==> src/rtl/branch_pkg.sv <==
// Shared types and constants for branch resolution: BHT indexing and the in-flight branch record.
// No logic of its own; pure declarations.
// No flow control; consumers own backpressure.
package branch_pkg;
    localparam int PC_W        = 32;
    localparam int BHT_IDX_W   = 5;
    localparam int BHT_IDX_LSB = 2;
    localparam logic [PC_W-1:0] PC_INCR = 32'd4;

    typedef struct packed {
        logic [PC_W-1:0] pc;
        logic            pred;
        logic [PC_W-1:0] target;
    } br_rec_t;
endpackage

==> src/rtl/branch_fifo.sv <==
// In-order queue of in-flight branch records with a single-cycle flush.
// Head is a combinational read; push/pop/flush take effect on the next edge.
// Push while full is dropped; flush wins over a same-cycle push.
module branch_fifo
    import branch_pkg::*;
#(
    parameter int DEPTH = 4
) (
    input  logic    clk,
    input  logic    rst,
    input  logic    push,
    input  br_rec_t push_dat,
    input  logic    pop,
    input  logic    flush,
    output logic    full,
    output logic    empty,
    output br_rec_t head_dat
);
    localparam int PTR_W = (DEPTH > 1) ? $clog2(DEPTH) : 1;
    localparam int OCC_W = $clog2(DEPTH) + 1;

    br_rec_t            mem [DEPTH];
    logic [PTR_W-1:0]   rd_ptr;
    logic [PTR_W-1:0]   wr_ptr;
    logic [OCC_W-1:0]   occ;
    logic               do_push;
    logic               do_pop;

    assign full     = (occ == OCC_W'(DEPTH));
    assign empty    = (occ == '0);
    assign do_push  = push & ~full;
    assign do_pop   = pop & ~empty;
    assign head_dat = mem[rd_ptr];

    // DEPTH is a power of two, so pointer overflow is the modulo wrap.
    always_ff @(posedge clk or posedge rst) begin
        if (rst) begin
            rd_ptr <= '0;
            wr_ptr <= '0;
            occ    <= '0;
        end else if (flush) begin
            rd_ptr <= '0;
            wr_ptr <= '0;
            occ    <= '0;
        end else begin
            if (do_push) wr_ptr <= wr_ptr + PTR_W'(1);
            if (do_pop)  rd_ptr <= rd_ptr + PTR_W'(1);
            occ <= occ + OCC_W'(do_push) - OCC_W'(do_pop);
        end
    end

    always_ff @(posedge clk) begin
        if (do_push && !flush) mem[wr_ptr] <= push_dat;
    end
endmodule

==> src/rtl/branch_resolve_unit.sv <==
// Queues fetch-time branch predictions, checks them at execute, updates the BHT and redirects on mispredict.
// Latency: BHT update, redirect and counters are registered, one cycle after ex_valid.
// Backpressure: fetch_stall while the queue is full; fetch must hold its branch.
module branch_resolve_unit
    import branch_pkg::*;
#(
    parameter int DEPTH = 4,
    parameter int CNT_W = 16
) (
    input  logic                 clk,
    input  logic                 rst,
    input  logic                 fetch_valid,
    input  logic                 fetch_is_branch,
    input  logic [PC_W-1:0]      fetch_pc,
    input  logic                 prediction,
    input  logic [PC_W-1:0]      fetch_target,
    output logic                 fetch_stall,
    input  logic                 ex_valid,
    input  logic                 ex_taken,
    input  logic [PC_W-1:0]      ex_target,
    output logic                 bht_we,
    output logic [BHT_IDX_W-1:0] bht_write_addr,
    output logic                 bht_was_taken,
    output logic                 redirect_valid,
    output logic [PC_W-1:0]      redirect_pc,
    output logic [CNT_W-1:0]     branch_count,
    output logic [CNT_W-1:0]     mispredict_count,
    output logic                 underflow_err
);
    logic    full;
    logic    empty;
    logic    push;
    logic    pop;
    logic    mispredict;
    logic    flush;
    br_rec_t push_rec;
    br_rec_t head;

    assign push_rec    = '{pc: fetch_pc, pred: prediction, target: fetch_target};
    assign push        = fetch_valid & fetch_is_branch & ~full;
    assign pop         = ex_valid & ~empty;
    assign mispredict  = (ex_taken != head.pred) |
                         (ex_taken & head.pred & (ex_target != head.target));
    // Everything younger than a mispredicted branch is wrong-path, including this cycle's fetch.
    assign flush       = pop & mispredict;
    assign fetch_stall = full;

    branch_fifo #(.DEPTH(DEPTH)) u_fifo (
        .clk      (clk),
        .rst      (rst),
        .push     (push),
        .push_dat (push_rec),
        .pop      (pop),
        .flush    (flush),
        .full     (full),
        .empty    (empty),
        .head_dat (head)
    );

    always_ff @(posedge clk or posedge rst) begin
        if (rst) begin
            bht_we           <= 1'b0;
            bht_write_addr   <= '0;
            bht_was_taken    <= 1'b0;
            redirect_valid   <= 1'b0;
            redirect_pc      <= '0;
            branch_count     <= '0;
            mispredict_count <= '0;
            underflow_err    <= 1'b0;
        end else begin
            bht_we         <= pop;
            redirect_valid <= flush;
            if (pop) begin
                bht_write_addr <= head.pc[BHT_IDX_LSB +: BHT_IDX_W];
                bht_was_taken  <= ex_taken;
                if (branch_count != '1) branch_count <= branch_count + CNT_W'(1);
            end
            if (flush) begin
                redirect_pc <= ex_taken ? ex_target : head.pc + PC_INCR;
                if (mispredict_count != '1) mispredict_count <= mispredict_count + CNT_W'(1);
            end
            if (ex_valid && empty) underflow_err <= 1'b1;
        end
    end
endmodule

==> config.mk <==
export PLATFORM = sky130hd
export DESIGN_NAME = branch_resolve_unit
export DESIGN_NICKNAME = d
export VERILOG_FILES = /design/src/rtl/branch_pkg.sv /design/src/rtl/branch_fifo.sv /design/src/rtl/branch_resolve_unit.sv
export SDC_FILE = /design/constraint.sdc
export NUM_CORES = 1
export LEC_CHECK = 0
export CORE_UTILIZATION = 35
export CTS_CLUSTER_DIAMETER = 120
export DETAILED_ROUTE_END_ITERATION = 8
export DONT_BUFFER_PORTS = 1
export PLACE_DENSITY = 0.54
export SLEW_MARGIN = 5
export SYNTH_ARGS = -nofsm -noshare
export SYNTH_HDL_FRONTEND = slang
export SYNTH_SLANG_ARGS = --single-unit
==> constraint.sdc <==
create_clock -name clk -period 5.25 [get_ports clk]
set_input_delay 1.575 -clock clk [delete_from_list [all_inputs] [get_ports clk]]
set_output_delay 1.575 -clock clk [all_outputs]
set_load 0.03 [all_outputs]
==> metrics.md <==
| Metric | Value |
|---|---|
| Synthesis-stage register bit count | `340` |
| CP cell instances | `buf_4 -> mux4_2 -> xnor2_1 -> nand4_1 -> nor4_2 -> a21oi_1 -> o21ai_2 -> buf_4 -> and3_4 -> buf_4` |
| DRT Wirelength | `32.7 mm` |
| PwrDens | `512 nW/µm²` |
| Routed met1 length | `13.4 mm` |
| Area of placed instances | `14800 µm²` |
| Initial DRC Count | `398` |
| Req. time, crit path | `5490 ps` |
| Core Util, Final | `40.4%` |
| Max Cap Viol | `0` |
| Final non-filler cell total | `1408` |
| Syn_area_per_cell | `17.2 µm²` |
| Reg2reg end | `u_fifo.mem[0][47]$_DFFE_PP_` |
| Dpl ws | `1010 ps` |
| Post-cts sizing count | `0` |
| WS Path Type | `flop to flop` |
| CP max stage cell | `dfrtp_4` |
| Number of global-route vias before repair | `7574` |
| Mapped Area | `14100 µm²` |
| # fillers | `3619` |
| WP buf/inv | `3` |
| Post-layout net count | `968` |
| Cts hold-fix bufs | `0` |
| Largest net degree at the start of global routing | `64` |
| Inserted Diodes | `0` |
| Post-CTS setup repair buffer count | `0` |
| WP data arrival | `4310 ps` |
| Placed Instances | `1340` |
| Hold Path Class | `flop to flop` |
| Post-Synthesis Cells | `820` |
| Synth unique cells | `42` |
| Clock root cell | `clkbuf_16` |
| Port Buffers | `0` |
| Final GP Congestion | `0.786` |
| Met2 wire length | `15.2 mm` |
| Startpoint Class | `flop` |
| Crit. End Element | `flop` |
| Most frequent cells in the layout | `edfxtp_1 (260), dfrtp_1 (78), nand2_1 (72)` |
| Final setup violation count | `0` |
| Main synth FF type | `edfxtp_1` |
| Num CTS Buffers | `37` |
| Worst R2R Setup Slack | `1180 ps` |
| Total grt overflow | `0` |
| Max Clock Skew | `17.3 ps` |
| Syn_nets | `934` |
| Reg2reg path depth | `10` |
| Async set-reset flop share out of synthesis | `23.5%` |
| Layout cells sized above 1 | `21.5%` |
| Crit path launch | `u_fifo.rd_ptr[0]$_DFFE_PP0P_` |
| Maximum clock rate | `246 MHz` |
| Period utilization | `77.5%` |
| Yosys warns | `0` |
| Total GRT Usage | `16.4%` |
| Die W | `203 µm` |
| Seq/Total Area, Yosys | `69.7%` |
| Critical path's most frequent cell | `buf_4` |
| R2R Path Start | `u_fifo.rd_ptr[0]$_DFFE_PP0P_` |
| Tot Pwr | `8.21 mW` |
| Final Max Slew Viols | `0` |
| Setup ws final | `1180 ps` |
| Final instance area | `16000 µm²` |
| Die height | `203 µm` |
| Pleak | `5.40 nW` |
| Global-route wire length before repair | `49.1 mm` |
| Hold_ws | `603 ps` |
| Sink Count | `340` |
| Final antenna-violating net count | `0` |
| Die outline area | `41000 µm²` |
| Ports | `177` |
| Wire length on met3 | `3.30 mm` |
| Delay-heaviest family, CP | `simple AND/OR/NAND/NOR gates` |
| Fin. Hold Viols | `0` |
| Critical Path End | `u_fifo.mem[0][47]$_DFFE_PP_` |
| Max IR drop VDD | `318 µV` |
| Routed len/inst | `23.3 µm` |
| DRC viols | `0` |
| CTS tree | `built` |
| Status | `finished clean` |
| Max FO, Critical Path | `31` |
| HPWL Detailed | `22.7 mm` |
| H-tree depth | `2` |
| Clk slew on worst S/H paths | `60 ps` |
| Initial antenna violation count | `0` |
| Vias | `7056` |
| Setup TNS | `0 ps` |
| Commonest non-fill, non-tap cell in the layout | `edfxtp_1` |
| Area added between synthesis and finish | `14.0%` |
| Vias/cell | `5.01` |
| Placement Rows | `73` |
| Later-pin clock latency in the skew report | `540 ps` |
| RSZ-0062 raised after global routing | `false` |
| Slowest stage delay, CP | `780 ps` |
| Max_slew headroom | `29.0%` |
| Min Tclk post-route | `4070 ps` |
| Top Metal Used | `met4` |
| Core area | `39700 µm²` |
| CP Depth | `10` |
| CTS Buffer Depth | `3` |
| Router iterations before antenna repair | `4` |
| Slew @ Worst Pin | `1060 ps` |
| Starting Density | `35.4%` |
| Post-synth EDFFs | `260` |
## metal layers
layer / track usage [%] / vias up
li1: - / 3193
met2: 25.6 / 221
met1: 20.5 / 3591
met4: 5.85 / 0
met3: 6.47 / 51
met5: 0 / -
## worst register-to-register path, delay by kind of cell, from the launching register on
| kind | cells | cell delay (ps) |
|---|---|---|
| AO/OA/AOI/OAI | 2 | 300 |
| XOR/XNOR | 1 | 170 |
| buffers and inverters | 3 | 860 |
| flip-flops | 1 | 780 |
| multiplexers | 1 | 530 |
| AND/OR/NAND/NOR | 3 | 1130 |
## sequential cells by signal (all words and copies together), names as in the netlist
| register | cells |
|---|---|
| bht_was_taken | 1 |
| bht_we | 1 |
| bht_write_addr | 5 |
| branch_count | 16 |
| mispredict_count | 16 |
| redirect_pc | 32 |
| redirect_valid | 1 |
| u_fifo.mem | 260 |
| u_fifo.occ | 3 |
| u_fifo.rd_ptr | 2 |
| u_fifo.wr_ptr | 2 |
| underflow_err | 1 |
## logic make-up (layout without fill, tap and decap cells)
logic type | Yosys count | in the layout | share of synthesized area, %
AOI/OAI and AO/OA | 39 | 39 | 1.45
DFF | 340 | 340 | 69.7
and+or+nand+nor | 189 | 189 | 6.73
adders and majority gates | 11 | 11 | 1.03
muxes | 101 | 101 | 13.6
xor gates and xnor gates | 91 | 91 | 5.66
buffers and inverters | 49 | 112 | 1.79
## how the worst min path moves through the flow
stage	from	end	slack, ps	cells after the start
4_1_cts	u_fifo.wr_ptr[1]$_DFFE_PP0P_	u_fifo.wr_ptr[1]$_DFFE_PP0P_	600	2
3_5_place_dp	u_fifo.wr_ptr[1]$_DFFE_PP0P_	u_fifo.wr_ptr[1]$_DFFE_PP0P_	590	2
3_3_place_gp	u_fifo.wr_ptr[1]$_DFFE_PP0P_	u_fifo.wr_ptr[1]$_DFFE_PP0P_	580	2
6_report	u_fifo.wr_ptr[1]$_DFFE_PP0P_	u_fifo.wr_ptr[1]$_DFFE_PP0P_	600	2
5_1_grt	u_fifo.wr_ptr[0]$_DFFE_PP0P_	u_fifo.wr_ptr[0]$_DFFE_PP0P_	640	2
2_1_floorplan	u_fifo.wr_ptr[1]$_DFFE_PP0P_	u_fifo.wr_ptr[1]$_DFFE_PP0P_	540	2
## power breakdown
group	switching [mW]	leakage, nW	internal (mW)	total, mW
sequential	0.728	3.34	3.32	4.04
combinational	0.779	1.48	0.835	1.61
clock	1.05	0.591	1.51	2.55
total	2.56	5.40	5.66	8.21
## cell usage after synthesis, drive strengths merged, types with 9 or more instances
cell type | count | area (µm²)
xor2 | 20 | 175
xnor2 | 71 | 622
buf | 18 | 135
inv | 17 | 63.8
nand3 | 22 | 110
mux2 | 32 | 413
nor3 | 9 | 45.0
ha | 10 | 125
dfrtp | 80 | 2000
mux4 | 65 | 1460
nor2 | 25 | 93.8
edfxtp | 260 | 7810
o21ai | 33 | 169
and3 | 9 | 56.3
nand2 | 72 | 270
nand4 | 23 | 144
clkbuf | 13 | 48.8
## layout make-up
type | count | area, µm² | area share [%]
well taps | 525 | 657 | 4.10
repair buffers | 26 | 270 | 1.69
clock inverters | 13 | 96.3 | 0.601
clock buffers | 55 | 1100 | 6.85
multi-input cells | 431 | 4030 | 25.1
inverters | 18 | 68.8 | 0.429
flip-flops and latches | 340 | 9810 | 61.2
Power figures use the tool's default switching activity.
